<file path="config.mk">
export PLATFORM = sky130hd
export DESIGN_NAME = rr_priority_arbiter
export DESIGN_NICKNAME = d
export VERILOG_FILES = /design/src/rtl/rr_priority_arbiter.sv
export SDC_FILE = /design/constraint.sdc
export NUM_CORES = 1
export LEC_CHECK = 0
export BUFFER_PORTS_ARGS = -buffer_cell sky130_fd_sc_hd__buf_2
export CORE_UTILIZATION = 55
export CTS_BUF_LIST = sky130_fd_sc_hd__clkbuf_4 sky130_fd_sc_hd__clkbuf_8
export DETAILED_ROUTE_END_ITERATION = 8
export PLACE_DENSITY = 0.79
export SETUP_SLACK_MARGIN = 0.5
export SYNTH_ARGS = -nofsm -noshare
export SYNTH_HDL_FRONTEND = slang
export SYNTH_SLANG_ARGS = --single-unit
</file>
<file path="constraint.sdc">
create_clock -name clk -period 4.94 [get_ports clk]
set_clock_uncertainty 0.15 [all_clocks]
set_input_delay 0.988 -clock clk [delete_from_list [all_inputs] [get_ports clk]]
set_output_delay 0.988 -clock clk [all_outputs]
set_load 0.005 [all_outputs]
</file>
<file path="src/rtl/rr_priority_arbiter.sv">
// N-input priority arbiter with registered grant and valid/ready handshake.
// Fixed (highest index wins) or round-robin (rotating pointer) arbitration.
module rr_priority_arbiter #(
    parameter int N     = 8,
    parameter int IDX_W = $clog2(N)
) (
    input  logic             clk,
    input  logic             rst_n,
    input  logic [N-1:0]     req,
    input  logic             rr_mode,
    input  logic             out_ready,
    output logic             out_valid,
    output logic [IDX_W-1:0] out_idx,
    output logic [N-1:0]     out_onehot
);

    localparam logic [IDX_W-1:0] TOP = IDX_W'(N - 1);
    localparam logic [IDX_W-1:0] ONE = IDX_W'(1);

    logic             accept;
    logic             load;
    logic [IDX_W-1:0] ptr;
    logic [IDX_W-1:0] ptr_next;
    logic [IDX_W-1:0] base;
    logic [IDX_W-1:0] cand;
    logic [IDX_W-1:0] win_idx;
    logic [N-1:0]     win_onehot;
    logic             win_found;

    always_comb begin
        accept   = out_valid & out_ready;
        load     = ~out_valid | out_ready;
        ptr_next = ptr;
        if (accept && rr_mode) begin
            ptr_next = (out_idx == '0) ? TOP : out_idx - ONE;
        end
        base = rr_mode ? ptr_next : TOP;
    end

    // Descending search from base, wrapping 0 -> N-1 so indices >= N never appear.
    always_comb begin
        win_found = 1'b0;
        win_idx   = '0;
        cand      = base;
        for (int k = 0; k < N; k++) begin
            if (!win_found && req[cand]) begin
                win_found = 1'b1;
                win_idx   = cand;
            end
            cand = (cand == '0) ? TOP : cand - ONE;
        end
        win_onehot          = '0;
        win_onehot[win_idx] = 1'b1;
    end

    always_ff @(posedge clk) begin
        if (!rst_n) begin
            out_valid  <= 1'b0;
            out_idx    <= '0;
            out_onehot <= '0;
            ptr        <= TOP;
        end else begin
            ptr <= ptr_next;
            if (load) begin
                if (win_found) begin
                    out_valid  <= 1'b1;
                    out_idx    <= win_idx;
                    out_onehot <= win_onehot;
                end else begin
                    out_valid  <= 1'b0;
                    out_onehot <= '0;
                end
            end
        end
    end

endmodule

</file>
==> qor.csv <==
metric,value,unit
n_antenna_cell,0,
finalInstanceArea,2618,um2
drc,0,
end_kind,register,
power.internal,398.9,uW
layout-drive-gt1-share,46.59,%
power.share.clock,9.6,%
rr_worst_depth,17,
grt_pass1_vias,1899,
htree_num_levels,1,
min_path_cells,2,
ys.warnings.count,0,
syn_nets,244,
grt_max_degree,16,
p_comb_share,70.1,%
worst_hold_slack,0.3106,ns
syn_inst,222,
relSlewSlack,57.95,%
whs_endpoint,out_onehot[3]$_SDFFE_PN0N_,
firstDrtPassIters,4,
clock_latency,0.29,ns
clkSlewWorstSetupHoldPaths,0.08,ns
rr_endpoint,out_onehot[7]$_SDFFE_PN0N_,
maxCapViolCount,0,
placed_area,2287,um2
hp-start,out_onehot[3]$_SDFFE_PN0N_,
synthDominantCellAreaShare,14.88,%
final.setup.tns,0,ns
crit_slowest_cell,o32a_1,
layout_min_cycle_time,4.412,ns
p_leak,1.095,nW
grt.overflow.total,0,
crit_arrival,4.45,ns
power_frac_seq,20.3,%
powerDensity,275.7,nW/um2
p_sw_share,44.73,%
ys_ff_latch,15,
place_congestion,0.9221,
crit_path_cell_trace,buf_12 > and4b_1 > o21ai_4 > clkinv_4 > ha_4 > nor3_4 > o21ai_1 > mux2_4 > and3b_2 > o32a_1 > o211a_1 > o311a_1 > o31ai_4 > o2111ai_4 > a32o_1,
start_util,59.08,%
cts_tree,done,
rsz0062_at_grt,true,
coreArea,3416,um2
hold_path.class,register to register,
p_sw,322.8,uW
port_buffers,23,
crit_start,out_ready,
outcome,finished clean,
hpwl,3897,um
hold_violations,0,
post_drt_wl_per_cell,17.73,um
synth_edf_count,0,
cp.required,4.97,ns
path_max_fanout,8,
rows,21,
track_usage,27.55,%
tightest_slew,0.6133,ns
cts_root_buffer,clkbuf_4,
fin_crit_sh,89.31,%
clk_path_buf_depth,2,
wl,5497,um
power,721.7,uW
yosys.area.top_type,dfxtp_1,
cts_sinks,15,
synthFlopType,dfxtp_1,
die_h,62.58,um
async_flop_share,0,%
drt-initial-drc-count,138,
antenna_found_initial,0,
postSynthAreaPerCell,9.091,um2
synth_area_leaders,"dfxtp_1 15%, mux2i_1 8.4%, mux4_2 7.8%",
dieArea,3916,um2
via_per_inst,6.526,
max-vdd-ir-drop,0.2044,mV
yosysUniqueCellTypes,72,
grt_pass1_wl,8763,um
ff2ff_setup_slack,0.55,ns
vias,2023,
nets,287,
drv_slew,0,
area_growth,29.70,%
critical_path_class,input pin to register,
num_io_pins,24,
synth-seq-area-share,14.88,%
fill_cells,234,
crit_path_start_kind,input pin,
ant_nets,0,
max_clock_freq,226.6,MHz
cts_made_buffers,3,
chipWidth,62.58,um
worstReg2RegStart,out_idx[0]$_SDFFE_PN0P_,
syn-cell-area,2018,um2
finalSetupViolCount,0,
slowest_delay,0.39,ns
## critical path, delay by kind of cell
| family | cells | cell delay, ns |
|---|---|---|
| AOI/OAI and AO/OA | 8 | 2.08 |
| adders and majority gates | 1 | 0.20 |
| buffers and inverters | 2 | 0.24 |
| muxes | 1 | 0.31 |
| and+or+nand+nor | 3 | 0.63 |
## per-stage QoR
stage	setup WS, ns	util [%]	instances
after floorplan	0.4272	-	222
after global placement	0.2065	66.96	290
after detailed placement	0.1111	66.96	290
after CTS	0.5010	68.61	295
after global routing	0.4384	76.63	310
final	0.5279	76.63	310
## area by class of cell
cell class | instances | area [um2] | share of cell area [%]
Multi-Input combinational cell | 185 | 1848 | 70.60
Timing Repair Buffer | 47 | 322.8 | 12.33
Sequential cell | 15 | 302.8 | 11.57
Inverter | 13 | 58.81 | 2.247
Tap cell | 46 | 57.56 | 2.199
Clock buffer | 3 | 22.52 | 0.8604
Clock inverter | 1 | 5.005 | 0.1912
## registers in the layout (all words and copies together), names as in the netlist
name        flops
out_onehot      8
out_valid       1
out_idx         3
ptr             3
## cells by family after synthesis
kind of cell	Yosys count	share of synthesized area [%]
AO/OA/AOI/OAI	78	33.48
AND/OR/NAND/NOR	63	18.35
multiplexers	32	20.89
buffers and inverters	22	5.331
flip-flops	15	14.88
adder cells (fa/ha/maj)	10	6.200
XOR/XNOR	2	0.8681
## worst max path at each step
stage                                 endpoint  slack [ns]  depth (start not counted)
finish              out_onehot[7]$_SDFFE_PN0N_        0.53                         15
global route        out_onehot[7]$_SDFFE_PN0N_        0.44                         17
CTS                 out_onehot[7]$_SDFFE_PN0N_        0.50                         15
detailed placement  out_onehot[7]$_SDFFE_PN0N_        0.11                         15
global placement    out_onehot[6]$_SDFFE_PN0N_        0.21                         15
floorplan           out_onehot[2]$_SDFFE_PN0N_        0.43                         16
## synthesized netlist by cell type, types with 2 or more instances
cell,instances
buf_2,2
buf_6,2
nor2b_1,2
mux2i_1,17
a221oi_2,3
ha_1,10
mux2_2,7
o211a_1,2
a32o_1,6
and2_1,2
o21ai_0,6
and3_1,3
a32oi_1,2
nor2_1,12
a22oi_1,2
o21ai_4,2
a211oi_1,3
nand2b_1,2
inv_1,12
nand3_1,2
o22ai_1,2
or2_2,3
mux4_2,7
xnor2_1,2
a21oi_1,13
a31oi_1,3
clkbuf_1,3
o21a_1,2
nand2_1,21
buf_4,2
dfxtp_1,15
nor3_1,4
o211ai_2,2
o211ai_1,5
o2bb2ai_1,2
## placed cells by master (no fill, tap or decap), types with 3 or more instances in the layout
master,instances
dfxtp_1,13
a31oi_1,3
a21oi_1,11
nor2_1,8
o21ai_4,3
o21ai_1,3
buf_4,23
ha_1,4
o21ai_0,3
ha_4,5
mux4_2,7
nor3_1,3
mux2i_1,13
inv_1,11
o211ai_1,5
clkbuf_4,3
mux2i_2,4
mux2_2,4
buf_2,22
mux2_4,4
nand2_1,21
a32o_1,6
## layer usage
metal | vias to the layer above | wire, um | share of wire (%) | track usage, %
met3 | 6 | 334 | 6.1 | 6.934
li1 | 965 | - | - | -
met4 | 0 | 28 | 0.51 | 6.105
met1 | 985 | 2423 | 44 | 36.88
met2 | 67 | 2710 | 49 | 44.29
met5 | - | 0 | 0 | 0
## power groups by stage
stage / clock network [mW] / logic (mW) / registers, mW
floorplan: 0 / 0.324 / 0.148
global placement: 0 / 0.412 / 0.148
detailed placement: 0 / 0.419 / 0.149
CTS: 0.0729 / 0.428 / 0.146
global route: 0.0771 / 0.541 / 0.148
finish: 0.0696 / 0.506 / 0.146
## timing repair
item / in CTS / in global routing
resized for setup: 4 / 38
endpoints found under the setup margin: 7 / 11
hold buffers: 0 / 0
buffers inserted: 1 / 15
pin swaps: 1 / 24
Note: power is estimated with default switching activity, not from simulation.
